$ cat src/rtl/pipeline_ctrl_pkg.sv
// rtl/pipeline_ctrl_pkg.sv - shared state encoding for the pipeline hazard controller
package pipeline_ctrl_pkg;

    localparam int HZ_STATE_W = 2;

    // RUN: normal flow; MEM_WAIT: data memory holding MEM; FAULT: memory timed out
    typedef enum logic [HZ_STATE_W-1:0] {
        RUN      = 2'd0,
        MEM_WAIT = 2'd1,
        FAULT    = 2'd2
    } hz_state_e;

endpackage

$ cat src/rtl/hazard_detect.sv
// rtl/hazard_detect.sv - combinational load-use hazard compare
// Ports:
//   ex_mem_read_i     EX instr is a load
//   ex_rd_i           EX destination register
//   id_rs1_i/id_rs2_i ID source registers
//   id_use_rs1_i/2_i  ID instr actually reads that source
//   load_use_o        ID instr needs a value the EX load has not produced yet
module hazard_detect #(
    parameter int REG_NUM_BITWIDTH = 5
) (
    input  logic                        ex_mem_read_i,
    input  logic [REG_NUM_BITWIDTH-1:0] ex_rd_i,
    input  logic [REG_NUM_BITWIDTH-1:0] id_rs1_i,
    input  logic [REG_NUM_BITWIDTH-1:0] id_rs2_i,
    input  logic                        id_use_rs1_i,
    input  logic                        id_use_rs2_i,
    output logic                        load_use_o
);

    logic rs1_hit;
    logic rs2_hit;

    assign rs1_hit = id_use_rs1_i && (id_rs1_i == ex_rd_i);
    assign rs2_hit = id_use_rs2_i && (id_rs2_i == ex_rd_i);

    // x0 is hardwired zero, so a load targeting it never creates a dependency
    assign load_use_o = ex_mem_read_i && (ex_rd_i != '0) && (rs1_hit || rs2_hit);

endmodule

$ cat src/rtl/pipeline_hazard_ctrl.sv
// rtl/pipeline_hazard_ctrl.sv - stall/flush sequencing for the 5-stage pipeline
// Ports:
//   clk, rst                      clock, synchronous active-high reset
//   id_rs1/id_rs2/id_useRs1/2     ID operand usage
//   ex_memRead/ex_regToWrite      EX load and its destination
//   ex_branchTaken                EX branch/jump resolved taken
//   mem_memAccess/dmem_ready      MEM data-memory handshake
//   pc_stall..memwb_bubble        combinational pipeline controls
//   mem_timeout                   sticky fault indication
//   stall_cycles                  saturating count of PC-stall cycles
module pipeline_hazard_ctrl
    import pipeline_ctrl_pkg::*;
#(
    parameter int REG_NUM_BITWIDTH   = 5,
    parameter int MAX_MEM_WAIT       = 16,
    parameter int WAIT_CNT_BITWIDTH  = 5,
    parameter int STALL_CNT_BITWIDTH = 16
) (
    input  logic                          clk,
    input  logic                          rst,
    input  logic [REG_NUM_BITWIDTH-1:0]   id_rs1,
    input  logic [REG_NUM_BITWIDTH-1:0]   id_rs2,
    input  logic                          id_useRs1,
    input  logic                          id_useRs2,
    input  logic                          ex_memRead,
    input  logic [REG_NUM_BITWIDTH-1:0]   ex_regToWrite,
    input  logic                          ex_branchTaken,
    input  logic                          mem_memAccess,
    input  logic                          dmem_ready,
    output logic                          pc_stall,
    output logic                          ifid_stall,
    output logic                          ifid_flush,
    output logic                          idex_stall,
    output logic                          idex_flush,
    output logic                          exmem_stall,
    output logic                          memwb_bubble,
    output logic                          mem_timeout,
    output logic [STALL_CNT_BITWIDTH-1:0] stall_cycles
);

    localparam logic [WAIT_CNT_BITWIDTH-1:0]  WAIT_ONE  = {{(WAIT_CNT_BITWIDTH-1){1'b0}}, 1'b1};
    localparam logic [WAIT_CNT_BITWIDTH-1:0]  WAIT_LAST = WAIT_CNT_BITWIDTH'(MAX_MEM_WAIT - 1);
    localparam logic [STALL_CNT_BITWIDTH-1:0] STALL_ONE = {{(STALL_CNT_BITWIDTH-1){1'b0}}, 1'b1};

    hz_state_e                     state_q, state_d;
    logic [WAIT_CNT_BITWIDTH-1:0]  wait_cnt_q, wait_cnt_d;
    logic [STALL_CNT_BITWIDTH-1:0] stall_cnt_q, stall_cnt_d;

    logic load_use;
    logic mem_wait;

    hazard_detect #(
        .REG_NUM_BITWIDTH(REG_NUM_BITWIDTH)
    ) u_hazard_detect (
        .ex_mem_read_i (ex_memRead),
        .ex_rd_i       (ex_regToWrite),
        .id_rs1_i      (id_rs1),
        .id_rs2_i      (id_rs2),
        .id_use_rs1_i  (id_useRs1),
        .id_use_rs2_i  (id_useRs2),
        .load_use_o    (load_use)
    );

    // Once faulted the handshake no longer matters; FAULT owns the outputs
    assign mem_wait = mem_memAccess && !dmem_ready && (state_q != FAULT);

    // Control outputs: zero-latency, priority FAULT > mem_wait > branch > load_use
    always_comb begin
        pc_stall     = 1'b0;
        ifid_stall   = 1'b0;
        ifid_flush   = 1'b0;
        idex_stall   = 1'b0;
        idex_flush   = 1'b0;
        exmem_stall  = 1'b0;
        memwb_bubble = 1'b0;
        if (!rst) begin
            if ((state_q == FAULT) || mem_wait) begin
                // Freeze everything upstream of MEM; a taken branch in EX is
                // held in place and resolves once the access completes
                pc_stall     = 1'b1;
                ifid_stall   = 1'b1;
                idex_stall   = 1'b1;
                exmem_stall  = 1'b1;
                memwb_bubble = 1'b1;
            end else if (ex_branchTaken) begin
                // ID instr is squashed, so any load-use it carries is moot
                ifid_flush = 1'b1;
                idex_flush = 1'b1;
            end else if (load_use) begin
                pc_stall   = 1'b1;
                ifid_stall = 1'b1;
                idex_flush = 1'b1;
            end
        end
    end

    assign mem_timeout  = !rst && (state_q == FAULT);
    assign stall_cycles = rst ? '0 : stall_cnt_q;

    always_comb begin
        state_d    = state_q;
        wait_cnt_d = wait_cnt_q;
        case (state_q)
            RUN: begin
                if (mem_wait) begin
                    state_d    = MEM_WAIT;
                    wait_cnt_d = WAIT_ONE;
                end
            end
            MEM_WAIT: begin
                // Covers both completion (ready) and abort (access dropped)
                if (!mem_wait) begin
                    state_d    = RUN;
                    wait_cnt_d = '0;
                end else if (wait_cnt_q == WAIT_LAST) begin
                    state_d = FAULT;
                end else begin
                    wait_cnt_d = wait_cnt_q + WAIT_ONE;
                end
            end
            FAULT: begin
                state_d = FAULT;
            end
            default: begin
                state_d    = RUN;
                wait_cnt_d = '0;
            end
        endcase
    end

    always_comb begin
        stall_cnt_d = stall_cnt_q;
        if (pc_stall && (stall_cnt_q != '1)) begin
            stall_cnt_d = stall_cnt_q + STALL_ONE;
        end
    end

    always_ff @(posedge clk) begin
        if (rst) begin
            state_q     <= RUN;
            wait_cnt_q  <= '0;
            stall_cnt_q <= '0;
        end else begin
            state_q     <= state_d;
            wait_cnt_q  <= wait_cnt_d;
            stall_cnt_q <= stall_cnt_d;
        end
    end

endmodule

$ cat config.mk
export PLATFORM = sky130hd
export DESIGN_NAME = pipeline_hazard_ctrl
export DESIGN_NICKNAME = d
export VERILOG_FILES = /design/src/rtl/pipeline_ctrl_pkg.sv /design/src/rtl/hazard_detect.sv /design/src/rtl/pipeline_hazard_ctrl.sv
export SDC_FILE = /design/constraint.sdc
export NUM_CORES = 1
export LEC_CHECK = 0
export ABC_AREA = 1
export CAP_MARGIN = 25
export CORE_ASPECT_RATIO = 1.1
export CORE_UTILIZATION = 35
export CTS_BUF_LIST = sky130_fd_sc_hd__clkbuf_16
export DETAILED_ROUTE_END_ITERATION = 10
export GPL_TIMING_DRIVEN = 0
export SYNTH_ARGS = -nofsm -noshare
export SYNTH_HDL_FRONTEND = slang
export SYNTH_SLANG_ARGS = --single-unit
$ cat constraint.sdc
create_clock -name clk -period 1.5 [get_ports clk]
set_input_delay 0.225 -clock clk [delete_from_list [all_inputs] [get_ports clk]]
set_output_delay 0.225 -clock clk [all_outputs]
set_load 0.02 [all_outputs]
==> reports/qor.yml, run 1 <==
outcome: "finished with violations"
violations: "setup timing"
die_y_microns: 74.7
cp_max_fo: 4
setup_ws_ns: -0.126
rr_endpoint: "stall_cnt_q[4]"
cts_buffers: 3
cts_max_path_buffers: 2
ant_nets: 0
met1Wirelength_microns: 1990
clock-root-buffer: "clkbuf_16"
io_buffer_count: 45
synth-seq-cells: 23
grt_usage_pct: 19.2
synth_warnings: 0
place_ws_ns: -0.987
hold_class: "in -> reg"
clk_pin_slew_ns: 0.06
clk_latency_ns: 0.25
syn_area_sq_um: 1680
hpwl_microns: 3100
holdBufCountCts: 0
crit_end: "pc_stall"
ios: 47
netlist_instances: 276
syn2layout_area_growth_pct: 66.1
crit_path_start: "state_q[0]"
slew_viol_final: 0
wl_met3_microns: 191
cts_tree: "done"
endpoint_kind: "output pin"
met2_length_microns: 2400
drc: 0
grt_pass1_vias: 1717
num_vias: 1924
ir_drop_mv: 0.493
rr_startpoint: "stall_cnt_q[1]"
period_share_pct: 108
finalSetupViolations: 21
totalWireLength_microns: 4670
die_w_microns: 68.1
switchingPower_w: 0.000391
yosysSeqAreaShare_pct: 27.4
p_int_w: 0.00112
max_cap_violations: 0
leakagePower_nw: 1.31
drt-vias-per-instance: 4.68
cp-start-kind: "flop"
syn_avg_cell_area_sq_um: 6.09
grt_overflow: 0
worst_hold_slack_ns: 0.279
die-area_sq_um: 5090
grt_max_degree: 13
yosys.area_share.simple_pct: 39.5
synth_top_family_by_area: "simple AND/OR/NAND/NOR gates"
crit_type: "reg -> out"
antenna_found_initial: 0
synthXorXnorAreaFrac_pct: 6.25
grt_first_pass_wirelength_microns: 7400
p_sw_share_pct: 25.8
clock_sinks: 23
routabilityCongestion: 0.827
syn-num-nets: 302
synth-adder-area-share_pct: 2.23
wl_per_cell_microns: 11.4
core_area_sq_um: 4620
pwr-share-clk_pct: 38.1
fill_cells: 438
grt_setup_unrepaired: "true"
power_frac_comb_pct: 20.9
hold_viol_final: 0
muxShareOfSynthArea_pct: 0
reg2reg_slack_ns: -0.11
finalClockSkew_ns: 0.00142
worst-endpoint-required_ns: 1.27
period_minus_slack_ns: 1.63
top_layer_used: "met4"
placementRows: 26
start_util_pct: 36.4
fmax_mhz: 615
p_per_area_nw_per_um2: 543
crit_arrival_ns: 1.40
drt_iter0_drc: 59
final_nets: 382
h-tree-depth: 1
dr.pass1.iters: 4
r2r_cells: 10
seq_power_share_pct: 41.0
synth_cell_types: 24
relSlewSlack_pct: 55.9
tightest_slew_ns: 0.662
synth_compound_area_share_pct: 10.1
num_antenna_cells: 0
drive_gt1_share_pct: 38.3
-- placed cells by master, fill, tap and decap left out, drive strengths merged --
master / n
nand2: 69
inv: 49
nor2: 48
buf: 44
dlygate4sd2: 29
nand3: 28
dfxtp: 23
a21oi: 21
clkbuf: 13
xor2: 12
nor3: 5
o21ai: 4
nand4: 3
ha: 3
a211oi: 1
clkdlybuf4s50: 1
dlymetal6s2s: 1
clkdlybuf4s15: 1
-- area by class of cell --
class                   count  area, sq um  share of cell area (%)
plain buffers              11          108                    3.85
clock buffers               3         75.1                    2.69
clock inverters             1         3.75                   0.134
inverters                  48          185                    6.63
multi-input cells         194         1180                    42.2
flip-flops and latches     23          483                    17.3
well taps                  56         70.1                    2.51
repair buffers             75          688                    24.6
-- cell usage after synthesis --
library cell | instances | share of area, %
nor3_4 | 1 | 0.97
a21oi_1 | 11 | 3.3
xor2_1 | 12 | 6.2
nor2_1 | 47 | 10
buf_6 | 1 | 0.67
clkbuf_1 | 3 | 0.67
nand3_1 | 28 | 8.3
buf_4 | 3 | 1.3
o21ai_0 | 4 | 1.2
a211oi_1 | 1 | 0.45
ha_1 | 3 | 2.2
dfxtp_1 | 23 | 27
nand2_1 | 66 | 15
nand2_2 | 1 | 0.37
nand2_4 | 2 | 1.3
inv_2 | 6 | 1.3
nor2_4 | 1 | 0.67
buf_1 | 1 | 0.22
nor3_2 | 1 | 0.60
nand4_1 | 3 | 1.1
nor3_1 | 3 | 0.89
buf_2 | 3 | 0.89
inv_1 | 42 | 9.4
a21oi_2 | 10 | 5.2
-- worst min-delay path by stage --
stage | start | to | slack [ns] | cells past startpoint
detailed placement | stall_cnt_q[15] | stall_cnt_q[15] | 0.46 | 2
finish | rst | stall_cnt_q[13] | 0.28 | 2
CTS | rst | stall_cnt_q[13] | 0.28 | 2
global route | rst | stall_cnt_q[13] | 0.30 | 2
global placement | stall_cnt_q[15] | stall_cnt_q[15] | 0.46 | 2
floorplan | dmem_ready | state_q[0] | 0.44 | 3
-- metrics by stage --
stage          utilization [%]  instances  setup TNS (ns)  cell area [sq um]  total power [W]
2_1_floorplan                -        276               0               1740         0.000766
3_3_place_gp              49.0        377          -20.58               2260         0.000873
3_5_place_dp              49.0        377          -20.25               2260         0.000874
4_1_cts                   54.5        401           -2.74               2520          0.00147
5_1_grt                   60.5        411           -3.96               2790          0.00159
6_report                  60.5        411           -1.59               2790          0.00152
-- worst max-delay path, cell delays in order, from the launching register on --
cell and delay [ns]:
dfxtp_4 0.36, nor2_2 0.09, inv_1 0.05, nand2_1 0.07, inv_2 0.05, nor2_4 0.10, inv_2 0.04, nand2_2 0.07
buf_6 0.12, buf_6 0.09, buf_6 0.10
-- power by group through the flow --
stage	logic (W)	clock network [W]	registers [W]
6_report	0.000317	0.000577	0.000622
5_1_grt	0.000347	0.000619	0.000622
3_5_place_dp	0.000234	0	0.000640
4_1_cts	0.000257	0.000595	0.000622
2_1_floorplan	0.000127	0	0.000639
3_3_place_gp	0.000233	0	0.000640
-- what timing repair did --
item | CTS | global route
pin swaps | 25 | 22
gates cloned | 0 | 2
endpoints found under the hold margin | 0 | 0
gates resized for setup | 104 | 71
setup buffers | 20 | 11
setup endpoints to repair | 45 | 29
-- kinds of logic (layout without fill, tap and decap cells) --
family / after synthesis / in the layout
AND/OR/NAND/NOR: 153 / 153
adder cells (fa/ha/maj): 3 / 3
AO/OA/AOI/OAI: 26 / 26
buffers and inverters: 59 / 138
XOR/XNOR: 12 / 12
flip-flops: 23 / 23
-- state kept, by name, indices dropped and copies added, names as in the netlist --
| signal | flops |
|---|---|
| stall_cnt_q | 16 |
| state_q | 2 |
| wait_cnt_q | 5 |
-- routing by layer --
metal	vias to the layer above	global-route usage, %
met2	43	32.9
met5	-	0
li1	1009	-
met3	6	2.88
met4	0	9.49
met1	866	23.0
(Power assumes the default switching activity.)
==> run 2, diff against run 1 <==
Settings changed: CORE_ASPECT_RATIO 1.1 to unset, SLEW_MARGIN set to 25.
==> run 2 against run 1 <==
Net effect:
- the run ends with DRC, setup timing left
- power increased by 1.8%
- first-iteration DRC count increased by 41%
- combinational power increased by 2%
- global-route usage increased by 1.1 points
- hold slack got worse by 0.0092 ns
- critical path type unchanged
==> reports/qor.yml, run 2 (synthesis gave the netlist of run 1 again) <==
drc: 1  # +1
hpwl_microns: 3160  # +1.9%
grt_usage_pct: 20.3  # +1.1 points
ant_nets: 0  # unchanged
syn2layout_area_growth_pct: 66.9
outcome: "finished with violations"
tightest_slew_ns: 0.686  # +0.0241 ns
p_int_w: 0.00113  # +0.45%
die-area_sq_um: 5090  # about the same
worst_hold_slack_ns: 0.269  # -0.00924 ns
grt_first_pass_wirelength_microns: 8100  # +9.5%
slew_viol_final: 0  # unchanged
grt_overflow: 0  # unchanged
seqCellArea_sq_um: 483  # unchanged
hold_class: "in -> reg"
cts_buffers: 3  # unchanged
num_antenna_cells: 0  # unchanged
cts_max_path_buffers: 2  # unchanged
clock-root-buffer: "clkbuf_16"
max_cap_violations: 0  # unchanged
leakagePower_nw: 1.33  # +1.5%
power_frac_comb_pct: 20.9  # about the same
period_minus_slack_ns: 1.64  # +0.0177 ns
grt_pass1_vias: 1836  # +6.9%
finalClockSkew_ns: 0.00499  # +0.00357 ns
crit_chain: "nor2_2 > inv_1 > nand2_2 > inv_2 > nor2_4 > inv_2 > nand2_2 > buf_6 > buf_6 > buf_6"
antenna_found_initial: 0  # unchanged
final_cell_mix: "nand2_1, nor2_1, inv_1"
top_register: "stall_cnt_q"
crit_slowest_cell: "dfxtp_2"
clk_latency_ns: 0.26  # about the same
biggestRegsByFlops: "stall_cnt_q (16), wait_cnt_q (5), state_q (2)"
fmax_mhz: 609  # -1.1%
routabilityCongestion: 0.797  # -3.6%
clk_pin_slew_ns: 0.07  # about the same
endpoint_kind: "output pin"
drive_gt1_share_pct: 38.3  # -0.042 points
utilization_pct: 62.7  # +2.3 points
totalWireLength_microns: 5040  # +7.9%
cp_max_fo: 4  # unchanged
grt_max_degree: 14  # +1
placementRows: 24  # -7.7%
hold_viol_final: 0  # unchanged
ios: 47  # unchanged
cp-start-kind: "flop"
switchingPower_w: 0.000414  # +5.9%
finalSetupViolations: 24  # +14%
drt_iter0_drc: 83  # +41%
relSlewSlack_pct: 54.3  # -1.6 points
ir_drop_mv: 0.432  # -12%
worst-endpoint-required_ns: 1.27  # about the same
setup_ws_ns: -0.143  # -0.0177 ns
num_vias: 1934  # +0.52%
period_share_pct: 110  # +1.2 points
io_buffer_count: 45  # unchanged
start_util_pct: 37.6  # +1.2 points
final_nets: 385  # +0.79%
core_area_sq_um: 4470  # -3.1%
cts_tree: "done"
multi_input_area_sq_um: 1190  # +0.53%
critPathMaxStageDelay_ns: 0.33  # -0.03 ns
die_w_microns: 71.3  # +4.7%
pwr-share-clk_pct: 38.8  # +0.7 points
holdBufCountCts: 0  # unchanged
drt-vias-per-instance: 4.72  # +0.76%
die_y_microns: 71.3  # -4.5%
crit_arrival_ns: 1.42  # +0.02 ns
dr.pass1.iters: 7  # +3
seq_power_share_pct: 40.3  # -0.7 points
crit_type: "reg -> out"
clock_sinks: 23  # unchanged
p_per_area_nw_per_um2: 550  # +1.4%
violations: "DRC, setup timing"
mostFrequentLayoutCell: "nand2_1"
grt_setup_unrepaired: "true"
wl_per_cell_microns: 12.3  # +8.2%
h-tree-depth: 1  # unchanged
cpMostUsedCell: "buf_6"
largest_reg_flops: 16  # unchanged
fill_cells: 437  # -0.23%
p_sw_share_pct: 26.8  # +1.0 points
place_ws_ns: -0.999  # -0.0113 ns
==> run 2: what timing repair did <==
action / 4_1_cts / 5_1_grt
cloned: 1 / 1
pin swaps: 24 / 13
buffers inserted: 23 / 11
endpoints found under the setup margin: 45 / 30
gates resized for setup: 120 / 54
==> run 2: final timing paths <==
| kind | end | from | depth (start not counted) | slack (ns) |
|---|---|---|---|---|
| max reg2reg | wait_cnt_q[4] | wait_cnt_q[1] | 11 | -0.12 |
| max | pc_stall | state_q[0] | 10 | -0.14 |
| min reg2reg | stall_cnt_q[15] | stall_cnt_q[15] | 2 | 0.47 |
| min | stall_cnt_q[14] | rst | 2 | 0.27 |
==> run 2: layer usage <==
layer | track usage (%) | routed length (microns) | part of all wire (%)
met1 | 25.8 | 2320 | 46
met2 | 35.1 | 2490 | 49
met3 | 4.36 | 165 | 3.3
met4 | 4.44 | 63 | 1.3
met5 | 0 | 0 | 0
==> run 2: power by group through the flow <==
stage	Combinational [W]	Sequential [W]	Clock, W
5_1_grt	0.000355	0.000623	0.000633
3_3_place_gp	0.000233	0.000640	0
3_5_place_dp	0.000234	0.000641	0
6_report	0.000322	0.000622	0.000599
4_1_cts	0.000282	0.000622	0.000610
2_1_floorplan	0.000127	0.000639	0
==> run 2: through the flow <==
stage	instance area [sq um]	total power, W	instances	setup TNS, ns
6_report	2810	0.00154	410	-1.27
5_1_grt	2810	0.00161	410	-3.70
4_1_cts	2610	0.00151	401	-2.12
2_1_floorplan	1740	0.000766	276	0
3_5_place_dp	2260	0.000874	373	-19.78
3_3_place_gp	2260	0.000873	373	-19.75
==> run 2: critical path, delay by kind of cell, from the launching register on <==
kind,cells,cell delay [ns]
AND/OR/NAND/NOR,4,0.35
flip-flops,1,0.33
buffers and inverters,6,0.47
==> run 2: layout make-up <==
type | instances | area share [%]
buffer | 10 | 3.17
sequential | 23 | 17.2
timing repair buffer | 79 | 25.6
clock buffer | 3 | 2.67
inverter | 48 | 6.60
clock inverter | 1 | 0.178
multi-input combinational | 194 | 42.3
tap | 52 | 2.32
==> run 3, diff against run 2 <==
Settings changed: ABC_CLOCK_PERIOD_IN_PS set to 1500.
==> results of run 3 <==
Final layout, timing and power as in run 2 (identical DEF).
